## config.mk

```make
export PLATFORM = sky130hd
export DESIGN_NAME = byte_serializer
export DESIGN_NICKNAME = d
export VERILOG_FILES = /design/src/rtl/byte_serializer.sv
export SDC_FILE = /design/constraint.sdc
export NUM_CORES = 1
export LEC_CHECK = 0
export BUFFER_PORTS_ARGS = -buffer_cell sky130_fd_sc_hd__buf_2
export CAP_MARGIN = 25
export CORE_MARGIN = 2
export CORE_UTILIZATION = 51
export DETAILED_ROUTE_END_ITERATION = 10
export GPL_ROUTABILITY_DRIVEN = 1
export GPL_TIMING_DRIVEN = 0
export MAX_ROUTING_LAYER = met4
export PLACE_DENSITY = 0.7
export SLEW_MARGIN = 20
export SYNTH_ARGS = -nofsm -noshare
export SYNTH_HDL_FRONTEND = slang
export SYNTH_SLANG_ARGS = --single-unit
```

## constraint.sdc

```tcl
create_clock -name Clk -period 2.05 [get_ports Clk]
set_input_delay 0.41 -clock Clk [delete_from_list [all_inputs] [get_ports Clk]]
set_output_delay 0.41 -clock Clk [all_outputs]
set_load 0.01 [all_outputs]
```

## src/rtl/byte_serializer.sv

```systemverilog
// -----------------------------------------------------------------------------
// byte_serializer
//
// Parallel-to-serial front end for the sequence-detection path. Bytes arrive
// over a valid/ready handshake into a 2-entry FIFO and are shifted out one bit
// at a time on a registered serial line that feeds the detector's `w` input.
// Consecutive bytes are emitted back-to-back with no gap, so runs of equal bits
// may straddle byte boundaries. With nothing pending the line rests at IDLE_BIT.
//
// Parameters
//   DATA_W     byte width (2..16)
//   CLK_DIV    clock cycles each bit is held on w_out (>= 1)
//   LSB_FIRST  0: MSB first, 1: LSB first
//   IDLE_BIT   level on w_out while no byte is being shifted
//
// Ports
//   Clk         in   single clock, rising-edge active
//   Reset       in   asynchronous active-high reset, clears all control state
//   data_in     in   byte to be sent
//   data_valid  in   data_in valid this cycle
//   data_ready  out  FIFO can accept a byte (count < 2); depends on count only
//   w_out       out  registered serial bit
//   bit_valid   out  registered, high in the first cycle of each bit period
//   busy        out  registered, high while in SHIFT
//   frame_done  out  registered, high in the last cycle of a byte's last bit
// -----------------------------------------------------------------------------
module byte_serializer #(
    parameter int DATA_W    = 8,
    parameter int CLK_DIV   = 1,
    parameter int LSB_FIRST = 0,
    parameter int IDLE_BIT  = 0
) (
    input  logic              Clk,
    input  logic              Reset,
    input  logic [DATA_W-1:0] data_in,
    input  logic              data_valid,
    output logic              data_ready,
    output logic              w_out,
    output logic              bit_valid,
    output logic              busy,
    output logic              frame_done
);

    // Counter widths are clamped to at least one bit so CLK_DIV=1 still
    // yields a legal (constant-zero) divider register.
    localparam int IDX_W = (DATA_W > 1) ? $clog2(DATA_W) : 1;
    localparam int DIV_W = (CLK_DIV > 1) ? $clog2(CLK_DIV) : 1;

    localparam logic [IDX_W-1:0] IDX_LAST = IDX_W'(DATA_W - 1);
    localparam logic [DIV_W-1:0] DIV_LAST = DIV_W'(CLK_DIV - 1);
    localparam logic             IDLE_LVL = (IDLE_BIT != 0);

    typedef enum logic {
        ST_IDLE  = 1'b0,
        ST_SHIFT = 1'b1
    } state_t;

    // -------------------------------------------------------------------------
    // Bit-order helpers: the shift register always presents the outgoing bit
    // at one end and shifts toward it, so the order is fixed at load time.
    // -------------------------------------------------------------------------
    function automatic logic front_bit(input logic [DATA_W-1:0] s);
        if (LSB_FIRST != 0) begin
            return s[0];
        end
        return s[DATA_W-1];
    endfunction

    function automatic logic [DATA_W-1:0] advance(input logic [DATA_W-1:0] s);
        if (LSB_FIRST != 0) begin
            return s >> 1;
        end
        return s << 1;
    endfunction

    // -------------------------------------------------------------------------
    // FIFO state
    // -------------------------------------------------------------------------
    logic [DATA_W-1:0] mem_q [2];
    logic              wr_ptr_q, wr_ptr_d;
    logic              rd_ptr_q, rd_ptr_d;
    logic [1:0]        count_q, count_d;
    logic [DATA_W-1:0] head;
    logic              push;
    logic              pop;

    // -------------------------------------------------------------------------
    // Shifter state
    // -------------------------------------------------------------------------
    state_t            state_q, state_d;
    logic [DATA_W-1:0] shreg_q, shreg_d;
    logic [IDX_W-1:0]  bit_idx_q, bit_idx_d;
    logic [DIV_W-1:0]  div_q, div_d;

    // Registered outputs
    logic              w_out_q, w_out_d;
    logic              bit_valid_q, bit_valid_d;
    logic              busy_q, busy_d;
    logic              frame_done_q, frame_done_d;

    logic              div_wrap;
    logic              last_bit;

    // Ready is derived from the registered count alone: a full FIFO refuses a
    // byte even in a cycle where the shifter is about to pop, which keeps
    // data_valid out of every output path.
    assign data_ready = (count_q != 2'd2);
    assign push       = data_valid & data_ready;
    assign head       = mem_q[rd_ptr_q];

    assign div_wrap   = (div_q == DIV_LAST);
    assign last_bit   = (bit_idx_q == IDX_LAST);

    // -------------------------------------------------------------------------
    // Shift FSM next-state logic
    // -------------------------------------------------------------------------
    always_comb begin
        state_d   = state_q;
        shreg_d   = shreg_q;
        bit_idx_d = bit_idx_q;
        div_d     = div_q;
        pop       = 1'b0;

        unique case (state_q)
            ST_IDLE: begin
                if (count_q != 2'd0) begin
                    pop       = 1'b1;
                    shreg_d   = head;
                    bit_idx_d = '0;
                    div_d     = '0;
                    state_d   = ST_SHIFT;
                end
            end

            ST_SHIFT: begin
                if (div_wrap) begin
                    div_d = '0;
                    if (last_bit) begin
                        // Chain straight into the next byte when one is
                        // waiting, so the serial stream has no idle gap.
                        if (count_q != 2'd0) begin
                            pop       = 1'b1;
                            shreg_d   = head;
                            bit_idx_d = '0;
                        end else begin
                            state_d   = ST_IDLE;
                        end
                    end else begin
                        bit_idx_d = bit_idx_q + 1'b1;
                        shreg_d   = advance(shreg_q);
                    end
                end else begin
                    div_d = div_q + 1'b1;
                end
            end

            default: begin
                state_d = ST_IDLE;
            end
        endcase
    end

    // -------------------------------------------------------------------------
    // FIFO next-state logic
    // -------------------------------------------------------------------------
    always_comb begin
        wr_ptr_d = wr_ptr_q;
        rd_ptr_d = rd_ptr_q;
        count_d  = count_q;

        if (push) begin
            wr_ptr_d = ~wr_ptr_q;
        end
        if (pop) begin
            rd_ptr_d = ~rd_ptr_q;
        end

        // Push and pop together leave the count unchanged.
        unique case ({push, pop})
            2'b10:   count_d = count_q + 2'd1;
            2'b01:   count_d = count_q - 2'd1;
            default: count_d = count_q;
        endcase
    end

    // -------------------------------------------------------------------------
    // Output next-state logic: outputs are registered, so they are computed
    // from the state the shifter will hold after this edge.
    // -------------------------------------------------------------------------
    always_comb begin
        w_out_d      = IDLE_LVL;
        bit_valid_d  = 1'b0;
        busy_d       = 1'b0;
        frame_done_d = 1'b0;

        if (state_d == ST_SHIFT) begin
            w_out_d      = front_bit(shreg_d);
            bit_valid_d  = (div_d == '0);
            busy_d       = 1'b1;
            frame_done_d = (bit_idx_d == IDX_LAST) && (div_d == DIV_LAST);
        end
    end

    // -------------------------------------------------------------------------
    // Control registers (asynchronously reset)
    // -------------------------------------------------------------------------
    always_ff @(posedge Clk or posedge Reset) begin
        if (Reset) begin
            state_q      <= ST_IDLE;
            bit_idx_q    <= '0;
            div_q        <= '0;
            wr_ptr_q     <= 1'b0;
            rd_ptr_q     <= 1'b0;
            count_q      <= 2'd0;
            w_out_q      <= IDLE_LVL;
            bit_valid_q  <= 1'b0;
            busy_q       <= 1'b0;
            frame_done_q <= 1'b0;
        end else begin
            state_q      <= state_d;
            bit_idx_q    <= bit_idx_d;
            div_q        <= div_d;
            wr_ptr_q     <= wr_ptr_d;
            rd_ptr_q     <= rd_ptr_d;
            count_q      <= count_d;
            w_out_q      <= w_out_d;
            bit_valid_q  <= bit_valid_d;
            busy_q       <= busy_d;
            frame_done_q <= frame_done_d;
        end
    end

    // -------------------------------------------------------------------------
    // Data registers: never reset. Their contents only matter once the count
    // or the FSM marks them live, and reset clears those.
    // -------------------------------------------------------------------------
    always_ff @(posedge Clk) begin
        if (push) begin
            mem_q[wr_ptr_q] <= data_in;
        end
        shreg_q <= shreg_d;
    end

    assign w_out      = w_out_q;
    assign bit_valid  = bit_valid_q;
    assign busy       = busy_q;
    assign frame_done = frame_done_q;

endmodule

```

### Yosys cells after proc, flatten, opt, wreduce, memory -nomap -nowiden

Memory sizes are Yosys's and may differ from the RTL's.
Cells that the tools add are included.

| storage, ports and cells | value |
|---|---|
| register bits | 21 |
| memory bits (writable) | 16 |
| input bits | 11 |
| word-level logic and storage cells | 56 |
| memories kept | 1 |

Memories:

| name | words | width | read ports | clocked after Yosys merged registers in | wr ports | line | text |
|---|---|---|---|---|---|---|---|
| mem_q | 2 | 8 | 1 | 0 | 1 | 79 | `logic [DATA_W-1:0] mem_q [2];` |

| operators by class | value |
|---|---|
| $add $sub $neg | 4 |
| equality and inequality tests | 6 |
| mux-type cells | 25 |
| bitwise logic cells | 5 |
| reductions and logical operators | 3 |

Operators with widths:

| cell | number |
|---|---|
| $mux 8 | 3 |
| $pmux 8 s2 | 1 |
| $mux 1 | 13 |
| $mux 3 | 3 |
| $eq 3x3->1 const B | 2 |
| $pmux 1 s2 | 3 |
| $pmux 3 s2 | 1 |
| $ne 2x2->1 const B | 2 |
| $not 1->1 | 4 |
| $pmux 2 s2 | 1 |
| $reduce_bool 2->1 | 2 |
| $add 3x1->3 const B | 1 |
| $add 2x1->2 const B | 1 |
| $eq 2x1->1 const B | 1 |
| $eq 2x2->1 const B | 1 |
| $sub 2x1->2 const B | 1 |
| $add 1x1->1 const B | 1 |
| $and 1x1->1 | 1 |
| $logic_and 1x1->1 | 1 |

### Depth between registers and ports, before layout

Gate-level depths: netlist of the first run.

| depth | value |
|---|---|
| depth in word-level cells | 8 |
| depth in mapped cells | 9 |

### Worst setup path before layout of the first run

Ideal clock, no wire load.

| path | value |
|---|---|
| path kind | register to register |
| start | reg bit_idx_q[0] |
| end | reg count_q[1] |
| setup time | 126 ps |
| arrival time | 1767 ps |
| required time | 1924 ps |
| slack | 157 ps |
| stages on the path, launching flop included | 10 |
| period minus slack after synthesis | 1893 ps |
| cells stage by stage | dfrtp_1 -> ha_1 -> ha_1 -> or2b_1 -> nand3_1 -> inv_1 -> ha_1 -> xnor2_1 -> nor2_1 -> xor2_1 |

| on the way | value |
|---|---|
| word-level cells in the longest chain between the ends | 6 |

RTL lines:

| element | line | text |
|---|---|---|
| from (decl) | 92 | `logic [IDX_W-1:0] bit_idx_q, bit_idx_d;` |
| from (signal assigned) | 221 | `bit_idx_q <= bit_idx_d;` |
| $eq 3x3->1 (*) | 112 | `assign last_bit = (bit_idx_q == IDX_LAST);` |
| $mux 1 (*) | 138 | `if (last_bit) begin` |
| $mux 1 (*) | 136 | `if (div_wrap) begin` |
| $pmux 1 s2 (*) | 124 | `unique case (state_q)` |
| via pop | 85 | `logic pop;` |
| $eq 2x1->1 / $eq 2x2->1 (equally long branches) | 179 | `unique case ({push, pop})` |
| $pmux 2 s2 / $reduce_bool 2->1 (equally long branches) | - |  |
| to (signal assigned) | 225 | `count_q <= count_d;` |
| to (decl) | 82 | `logic [1:0] count_q, count_d;` |

Mark *: on every way through the listed nets, which the timed path passes. The rest lies on a longest branch.
A chain may end at the register's enable or synchronous reset.

### Final worst setup path of the first run

Ends and elaborated chain as after synthesis.

==> results of run 1 <==
## cells in the final DEF, fill, tap and decap left out, drive strengths merged, types with 4 or more instances in the layout
| cell | count |
|---|---|
| nor2 | 5 |
| a221o | 5 |
| clkbuf | 6 |
| mux2i | 8 |
| nor4 | 5 |
| nor3b | 4 |
| edfxtp | 23 |
| nand2 | 6 |
| dfrtp | 12 |
| inv | 5 |
| xnor2 | 4 |
| ha | 4 |
| nand3 | 4 |
| buf | 29 |
## worst paths after layout
kind	cells after the start	endpoint
min reg2reg	1	wr_ptr_q
max in group asynchronous	2	busy
max	9	count_q[1]
min in group Clk	1	mem_q[0][5]
max reg2reg	9	count_q[1]
min	2	count_q[1]
## final cells by class
type,count,share of cell area [%]
flip-flops and latches,36,54.0
clock buffers,5,2.00
clock inverters,3,0.733
plain buffers,5,2.27
inverters,6,1.40
multi-input cells,70,28.7
well taps,44,2.93
repair buffers,25,7.99
## report_power, final
group	total (W)	switching [W]	internal, W	leakage (nW)
Sequential	0.00114	0.000116	0.00103	0.379
Clock	0.000352	0.000227	0.000126	0.0324
Combinational	0.00101	0.000528	0.000486	0.369
Total	0.00251	0.000870	0.00164	0.780
## stage by stage
stage	cells	TNS [ns]
finish	194	0
floorplan	117	0
global route	194	-0.00911
detailed placement	176	-0.0474
CTS	185	0
global placement	176	0
## state kept, by name, summed over array words and instances, names as in the netlist, 2 cells and up
signal     count
shreg_q        8
mem_q         16
bit_idx_q      3
count_q        2
## what timing repair did
item / 4_1_cts / 5_1_grt
pin swaps: 0 / 2
resized for setup: 1 / 5
hold buffers: 0 / 0
setup endpoints to repair: 1 / 1
buffers inserted: 1 / 9
## per-layer routing
layer / track usage (%) / part of all wire [%]
met1: 22.0 / 43
met5: - / 0
met4: 7.62 / 1.7
met3: 6.49 / 4.2
met2: 27.5 / 51
## worst max-delay path, delay by kind of cell (launching register included)
family	cells	cell delay (ns)
AND/OR/NAND/NOR	3	0.51
XOR/XNOR	2	0.29
adder cells (fa/ha/maj)	3	0.64
buffers and inverters	1	0.06
flip-flops	1	0.41
## cell families (layout without fill, tap and decap cells)
group / count (synthesis) / in the layout / synth area share [%]
AOI/OAI and AO/OA: 15 / 15 / 7.66
buffers and inverters: 11 / 44 / 4.07
muxes: 8 / 8 / 5.00
and+or+nand+nor: 38 / 38 / 14.2
DFF: 36 / 36 / 63.2
adders and majority gates: 4 / 4 / 3.13
xor gates and xnor gates: 5 / 5 / 2.74
==> key figures, run 1 <==
Cells and area
  – Layout cells sized above 1: 32.0%
  – Diodes inserted: 0
  – Area of the multi-input gates: about 540 sq um
  – Final instance area: 1880 sq um
  – Share of the core filled with cells: 62.0%
  – Post-layout nets: 164
  – Layout filler cell count: 252
  – Syn-to-layout area delta: 17.4%
  – Register area: ~1000 sq um

Logic synthesis
  – Top cell type's share of synthesized area: 43.2%
  – Top cells by area, synth: edfxtp_1 43%, dfrtp_1 19%, mux2i_1 5.0%, ha_1 3.1%, xnor2_1 2.2%
  – Synth top cells by count: 23 x edfxtp_1, 12 x dfrtp_1, 8 x mux2i_1
  – Synth cell types: 34
  – Cells after synthesis: around 120
  – Ys flop type: edfxtp_1
  – Area leader, netlist: edfxtp_1
  – Async set-reset flop share out of synthesis: 33.3%
  – Top-count cell post-synth: edfxtp_1
  – Synth Register Bits: 36
  – Seq/Total Area, Yosys: 63.2%
  – EDFF count, synth: 23
  – Ys Warns: 0
  – Syn_nets: roughly 130
  – Avg Inst Size Synth: 13.7 sq um
  – Synthesized area: 1600 sq um

STA
  – Hold Worst Slack: about 0.054 ns
  – Minimum clock period: between 1.5 and 2 ns
  – Fin Clk Skew: 0.00883 ns
  – Slew headroom: 58.1%
  – Tightest Pin Transition: 0.626 ns
  – Fmax: 508 MHz
  – Final setup fails: 0
  – Post-route clock period utilization: 96.0%
  – Slew Limit Fails: 0
  – Fin. Hold Viols: 0
  – Setup ws final: 0.0811 ns

CTS
  – Worst skew pair latency: 0.34 ns
  – Root Driver: clkbuf_4
  – H-tree lvl count: 2
  – CTS Buf Count: 5
  – CTS tree: built
  – Clk buf depth: 2
  – Clock sink count: 36
  – Reg clk slew, reported paths: 0.11 ns

Global routing
  – GRT overflow: 0
  – Largest net degree at the start of global routing: 13
  – Vias in the first global route: 958
  – Initial antenna violation count: 0
  – Global-route wire length before repair: 4.43 mm
  – Total GRT Usage: 18.1%

Run status
  – Status: finished, final reports clean

Worst setup path
  – Setup crit start: bit_idx_q[0]
  – Critical Path Fanout Max: 4
  – CP max stage cell: dfrtp_1
  – R2R setup slack: approximately 0.081 ns
  – Setup crit start kind: flip-flop
  – Critical path cell sequence: ha_1 > ha_2 > or2b_1 > nand3_2 > inv_1 > ha_1 > xnor2_2 > nor2_1 > xor2_1
  – WP data arrival: roughly 2.2 ns
  – Setup crit end kind: flip-flop
  – Most numerous cell on the critical path: ha_1
  – Critical path type: reg -> reg
  – WP data required: 2.32 ns
  – Worst R2R Start: bit_idx_q[0]
  – Worst path max stage delay: 0.41 ns

Route
  – 1st-pass router iterations: 4
  – DR vias: a little over 1k
  – DR WL/cell: 14.2 microns
  – Via density: 5.24
  – Drc violations: 0
  – Routed Antenna Nets: 0
  – DR iter-0 viols: 50
  – Drt total wl: 2.75 mm

Floorplanning
  – Ports: 16
  – Core Region: approximately 3000 sq um
  – Starting Density: 52.9%
  – Die height: 60.0 microns
  – Die Area: 3600 sq um
  – Die Width: between 60 and 70 microns
  – Num rows: 20

Power and ir drop
  – Leakage: just under 0.8 nW
  – Overall power: approximately 0.0025 W
  – VDD IR max: 0.742 mV
  – Pwr Density: 1340 nW/um^2

Flow run
  – Max Cap Viol: 0

Min path
  – HP Class: in -> async

Place
  – I/O Buffers: 15
  – DP Worst Slack: -0.0474 ns
  – GPL Wtd Cong: 0.773
  – DP HPWL: 1.80 mm
  – Placed inst area: 1730 sq um
Note: power is estimated with default switching activity, not from simulation.
==> inputs of run 2 (changes only) <==
--- a/config.mk
+++ b/config.mk
@@ -7,13 +7,15 @@
 export LEC_CHECK = 0
 export BUFFER_PORTS_ARGS = -buffer_cell sky130_fd_sc_hd__buf_2
 export CAP_MARGIN = 25
+export CELL_PAD_IN_SITES_DETAIL_PLACEMENT = 0
+export CELL_PAD_IN_SITES_GLOBAL_PLACEMENT = 1
 export CORE_MARGIN = 2
-export CORE_UTILIZATION = 51
+export CORE_UTILIZATION = 47
 export DETAILED_ROUTE_END_ITERATION = 10
 export GPL_ROUTABILITY_DRIVEN = 1
 export GPL_TIMING_DRIVEN = 0
 export MAX_ROUTING_LAYER = met4
-export PLACE_DENSITY = 0.7
+export PLACE_DENSITY_LB_ADDON = 0.1
 export SLEW_MARGIN = 20
 export SYNTH_ARGS = -nofsm -noshare
 export SYNTH_HDL_FRONTEND = slang
==> key figures, run 2 (synthesized netlist as in run 1, its figures left out) <==
Run status
  – Status: finished, final reports clean

Floorplanning
  – Die Area: 3890 sq um (+7.9%)
  – Num rows: 21 (+5.0%)
  – Starting Density: 48.3% (-4.5 points)
  – Die Width: 62.4 microns (+3.9%)
  – Die height: 62.4 microns (+3.9%)
  – Ports: 16 (unchanged)
  – Core Region: 3310 sq um (+9.3%)

Worst setup path
  – Most numerous cell on the critical path: ha_1
  – WP data required: 2.31 ns (about the same)
  – Critical path type: reg -> reg
  – WP data arrival: 2.19 ns (-0.05 ns)
  – Worst path max stage delay: 0.42 ns (about the same)
  – CP max stage cell: dfrtp_1
  – Critical Path Fanout Max: 4 (unchanged)
  – Delay-heaviest family, CP: adder cells
  – Critical path cell sequence: ha_1 > ha_2 > or2b_1 > nand3_2 > inv_1 > ha_1 > nor2_2 > xor2_1
  – Setup crit end kind: flip-flop
  – Setup crit start kind: flip-flop
  – Worst Path Buf+Inv: 1 (unchanged)

Route
  – 1st-pass router iterations: 4 (unchanged)
  – DR WL/cell: 13.9 microns (-2.0%)
  – Drc violations: 0 (unchanged)
  – DR vias: 993 (-2.4%)
  – Routed Antenna Nets: 0 (unchanged)
  – Via density: 5.09 (-2.9%)
  – Drt total wl: 2.71 mm (-1.5%)
  – DR iter-0 viols: 79 (+58%)

CTS
  – CTS Buf Count: 5 (unchanged)
  – H-tree lvl count: 2 (unchanged)
  – Root Driver: clkbuf_4
  – Reg clk slew, reported paths: 0.12 ns (about the same)
  – Clk buf depth: 2 (unchanged)
  – Worst skew pair latency: 0.34 ns (about the same)
  – Hold buffer count at cts: 0 (unchanged)
  – Clock sink count: 36 (unchanged)
  – CTS tree: built

Cells and area
  – Commonest non-fill, non-tap cell in the layout: edfxtp_1
  – Diodes inserted: 0 (unchanged)
  – Max reg flops: 16 (unchanged)
  – Layout cells sized above 1: 31.5% (-0.46 points)
  – Final instance area: 1870 sq um (-0.33%)
  – Layout filler cell count: 285 (+13%)
  – Commonest cells after routing, fill and taps aside: 23 x edfxtp_1, 16 x buf_2, 10 x buf_4, 10 x dfrtp_1, 8 x mux2i_1
  – Post-layout nets: 163 (-0.61%)
  – Syn-to-layout area delta: 17.0%
  – Biggest regs: mem_q x16, shreg_q x8, bit_idx_q x3
  – Largest Register: mem_q

Power and ir drop
  – VDD IR max: 0.599 mV (-19%)
  – Clock power frac: 14.9% (+0.9 points)
  – Total internal power: 0.00163 W (-0.91%)
  – Part of the power in combinational logic: 39.0% (-1.4 points)
  – Leakage: 0.771 nW (-1.2%)
  – Pwr Density: 1330 nW/um^2 (-0.69%)
  – Switching power: 0.000860 W (-1.2%)
  – Sw Ratio: 34.6% (-0.068 points)
  – Share of total power in sequential cells: 46.0% (+0.4 points)

STA
  – Post-route clock period utilization: 94.2% (-1.8 points)
  – Fmax: 518 MHz (+1.9%)
  – Slew Limit Fails: 0 (unchanged)
  – Tightest Pin Transition: 0.646 ns (+0.0198 ns)
  – Slew headroom: 56.8% (-1.3 points)
  – Setup ws final: 0.119 ns (+0.0376 ns)
  – Minimum clock period: 1.93 ns (-0.0376 ns)
  – Fin Clk Skew: 0.0125 ns (+0.00365 ns)
  – Final setup fails: 0 (unchanged)
  – Fin. Hold Viols: 0 (unchanged)

Place
  – DP HPWL: 1.91 mm (+5.9%)
  – GPL Wtd Cong: 0.787 (+1.8%)
  – Placed inst area: 1730 sq um (+0.14%)
  – DP Worst Slack: -0.0249 ns (+0.0225 ns)
  – I/O Buffers: 15 (unchanged)

Flow run
  – Max Cap Viol: 0 (unchanged)

Global routing
  – GRT overflow: 0 (unchanged)
  – Global-route wire length before repair: 4.49 mm (+1.3%)
  – Vias in the first global route: 979 (+2.2%)
  – Total GRT Usage: 15.8% (-2.3 points)
  – Initial antenna violation count: 0 (unchanged)
  – Largest net degree at the start of global routing: 13 (unchanged)

Min path
  – HP Class: in -> async
==> run 2: timing repair <==
item                                    CTS  global route
endpoints found under the setup margin    1             1
pin swaps                                 0             2
setup buffers                             0             9
gates resized for setup                   1             5
==> run 2: metal layers <==
metal | vias to the layer above | part of all wire [%] | global-route usage, %
li1 | 500 | - | -
met1 | 475 | 47 | 19.3
met2 | 13 | 49 | 24.2
met3 | 5 | 2.6 | 4.35
met4 | 0 | 1.6 | 8.33
met5 | - | 0 | -
==> run 2: path summary, 6_finish.rpt <==
check                        startpoint          end  slack (ns)  cells past startpoint
min in group Clk             data_in[7]  mem_q[0][7]        0.26                      1
min reg2reg                    wr_ptr_q     wr_ptr_q        0.50                      1
max in group asynchronous         Reset        div_q        1.63                      2
max reg2reg                bit_idx_q[1]   count_q[1]        0.12                      8
min                               Reset    bit_valid        0.06                      2
max                        bit_idx_q[1]   count_q[1]        0.12                      8
==> run 2: power groups by stage <==
stage                     combinational (W)  clock (W)  sequential [W]
final                              0.000970   0.000371         0.00114
after global placement             0.000889          0         0.00116
after global routing                0.00109   0.000415         0.00117
after detailed placement           0.000902          0         0.00117
after floorplan                    0.000718          0         0.00114
after CTS                          0.000919   0.000379         0.00115
==> run 2: area by class of cell <==
type                    instances  area [sq um]  area share (%)
clock inverters                 3          17.5           0.936
plain buffers                   5          42.5            2.27
flip-flops and latches         36          1010            54.1
well taps                      46          57.6            3.07
inverters                       6          26.3            1.40
clock buffers                   5          37.5            2.01
multi-input cells              70           534            28.5
repair buffers                 24           143            7.62
==> run 2: stage by stage <==
step	power [W]	TNS, ns	util (%)	hold WS (ns)	std cells
after floorplan	0.00186	0	-	0.275	117
final	0.00249	0	56.5	0.0602	195
after global placement	0.00205	0	52.3	0.434	178
after CTS	0.00245	0	54.2	0.0788	186
after detailed placement	0.00207	-0.0249	52.3	0.452	178
after global routing	0.00267	-0.000789	56.5	0.0884	195
==> inputs of run 3 (changes only) <==
--- a/config.mk
+++ b/config.mk
@@ -7,7 +7,7 @@
 export LEC_CHECK = 0
 export BUFFER_PORTS_ARGS = -buffer_cell sky130_fd_sc_hd__buf_2
 export CAP_MARGIN = 25
-export CELL_PAD_IN_SITES_DETAIL_PLACEMENT = 0
+export CELL_PAD_IN_SITES_DETAIL_PLACEMENT = 1
 export CELL_PAD_IN_SITES_GLOBAL_PLACEMENT = 1
 export CORE_MARGIN = 2
 export CORE_UTILIZATION = 47
==> key figures, run 3 (synthesized netlist as in run 1, its figures left out) <==
Floorplanning
  – Num rows: 21 (unchanged)
  – Die Width: 62.4 microns (unchanged)
  – Starting Density: 48.3% (unchanged)
  – Core Region: 3310 sq um (unchanged)
  – Die Area: 3890 sq um (unchanged)
  – Ports: 16 (unchanged)
  – Die height: 62.4 microns (unchanged)

STA
  – Minimum clock period: 1.92 ns (-0.0121 ns)
  – Fin Clk Skew: 0.0132 ns (+0.000696 ns)
  – Fmax: 521 MHz (+0.63%)
  – RSZ-0062 raised after global routing: no
  – Setup ws final: 0.131 ns (+0.0121 ns)
  – Sum of negative setup slack: 0 ns (unchanged)
  – Tightest Pin Transition: 0.643 ns (-0.00303 ns)
  – Slew Limit Fails: 0 (unchanged)
  – Fin. Hold Viols: 0 (unchanged)
  – Slew headroom: 57.0% (+0.20 points)
  – Post-route clock period utilization: 93.6% (-0.59 points)
  – Final setup fails: 0 (unchanged)

CTS
  – CTS tree: built
  – Worst skew pair latency: 0.35 ns (about the same)
  – CTS Buf Count: 5 (unchanged)
  – Root Driver: clkbuf_4
  – Clock sink count: 36 (unchanged)
  – Reg clk slew, reported paths: 0.12 ns (about the same)
  – Clk buf depth: 2 (unchanged)
  – H-tree lvl count: 2 (unchanged)

Cells and area
  – Largest Register: mem_q
  – Biggest regs: mem_q x16, shreg_q x8, bit_idx_q x3
  – Layout filler cell count: 364 (+28%)
  – Share of the core filled with cells: 56.7% (+0.19 points)
  – Syn-to-layout area delta: 17.4%
  – Diodes inserted: 0 (unchanged)
  – Final instance area: 1880 sq um (+0.33%)
  – Commonest non-fill, non-tap cell in the layout: edfxtp_1
  – Layout cells sized above 1: 32.9% (+1.3 points)
  – Non-filler cells, final: 195 (unchanged)
  – Max reg flops: 16 (unchanged)
  – Post-layout nets: 163 (unchanged)
  – Commonest cells after routing, fill and taps aside: 23 x edfxtp_1, 16 x buf_2, 10 x buf_4, 10 x dfrtp_1, 8 x mux2i_1

Power and ir drop
  – Part of the power in combinational logic: 39.3% (+0.3 points)
  – Pwr Density: 1360 nW/um^2 (+2.4%)
  – VDD IR max: 0.671 mV (+12%)
  – Share of total power in sequential cells: 45.2% (-0.8 points)
  – Leakage: 0.769 nW (-0.23%)
  – Total internal power: 0.00163 W (+0.57%)
  – Clock power frac: 15.5% (+0.6 points)
  – Sw Ratio: 36.0% (+1.4 points)
  – Switching power: 0.000919 W (+6.8%)

Route
  – Drc violations: 0 (unchanged)
  – DR iter-0 viols: 25 (-68%)
  – 1st-pass router iterations: 3 (-1)
  – DR WL/cell: 15.9 microns (+14%)
  – DR vias: 1038 (+4.5%)
  – Routed Antenna Nets: 0 (unchanged)
  – Drt total wl: 3.10 mm (+14%)
  – Via density: 5.32 (+4.5%)

Worst setup path
  – Critical path type: reg -> reg
  – Setup crit start kind: flip-flop
  – Setup crit end kind: flip-flop
  – WP data required: 2.30 ns (about the same)
  – WP data arrival: 2.16 ns (-0.03 ns)
  – Critical Path Fanout Max: 4 (unchanged)

Min path
  – HP Class: in -> async

Place
  – I/O Buffers: 15 (unchanged)
  – DP HPWL: 2.14 mm (+12%)
  – Placed inst area: 1730 sq um (unchanged)
  – Cell count after placement: 178 (unchanged)
  – DP Worst Slack: -0.0565 ns (-0.0316 ns)
  – GPL Wtd Cong: 0.787 (unchanged)

Global routing
  – Initial antenna violation count: 0 (unchanged)
  – Largest net degree at the start of global routing: 14 (+1)
  – Global-route wire length before repair: 5.34 mm (+19%)
  – Total GRT Usage: 18.6% (+2.8 points)
  – GRT overflow: 0 (unchanged)
  – Vias in the first global route: 1109 (+13%)

Run status
  – Status: finished, final reports clean

Flow run
  – Max Cap Viol: 0 (unchanged)
[run 3: changes by cell type in the layout (fill, tap and decap cells not counted), sizes merged]
cell	change
clkinv	-1
clkinvlp	+1
[run 3: power by group through the flow]
stage | sequential [W] | clock, W | combinational [W]
2_1_floorplan | 0.00114 | 0 | 0.000718
3_3_place_gp | 0.00116 | 0 | 0.000889
3_5_place_dp | 0.00117 | 0 | 0.000926
4_1_cts | 0.00116 | 0.000413 | 0.000941
5_1_grt | 0.00119 | 0.000441 | 0.00113
6_report | 0.00116 | 0.000396 | 0.00100
[run 3: area by class of cell]
class | instances | area [sq um] | area share (%)
clock inverter | 3 | 21.3 | 1.13
clock buffer | 5 | 37.5 | 2.00
multi-input combinational | 70 | 537 | 28.6
inverter | 6 | 26.3 | 1.40
buffer | 5 | 42.5 | 2.27
tap | 46 | 57.6 | 3.06
timing repair buffer | 24 | 143 | 7.59
sequential | 36 | 1010 | 54.0
[run 3: worst max-delay path, cell delays in order (launching register included)]
cell and delay (ns):
dfrtp_1 0.42, ha_2 0.21, ha_2 0.20, or2b_1 0.28
nand3_2 0.10, inv_1 0.05, ha_1 0.18, xnor2_1 0.18
nor2_2 0.06, xor2_1 0.14
[run 3: final timing paths]
path	end	from	cells past startpoint	slack, ns
worst min-delay path	count_q[0]	Reset	2	0.05
min in group Clk	mem_q[1][7]	data_in[7]	1	0.24
worst max register to register	count_q[1]	bit_idx_q[0]	9	0.13
max in group asynchronous	busy	Reset	2	1.63
worst min register to register	wr_ptr_q	wr_ptr_q	1	0.50
worst max-delay path	count_q[1]	bit_idx_q[0]	9	0.13
[run 3: per-stage QoR]
step	hold WS, ns	power [W]
floorplan	0.275	0.00186
global placement	0.434	0.00205
detailed placement	0.461	0.00210
CTS	0.0609	0.00251
global route	0.0703	0.00276
finish	0.0509	0.00255
[run 3: repair_timing]
item / in CTS / in global routing
cloned: 0 / 0
hold buffers: 0 / 0
endpoints found under the hold margin: 0 / 0
setup endpoints to repair: 1 / 2
resized for setup: 2 / 5
pin swaps: 0 / 2
buffers inserted: 0 / 9
[run 3: routing by layer]
layer  share of wire, %  track usage [%]  wire [microns]
met1                 44             22.2            1360
met3                3.1             5.80              96
met4                1.1             5.83              33
met2                 52             30.3            1600
met5                  0                -               0
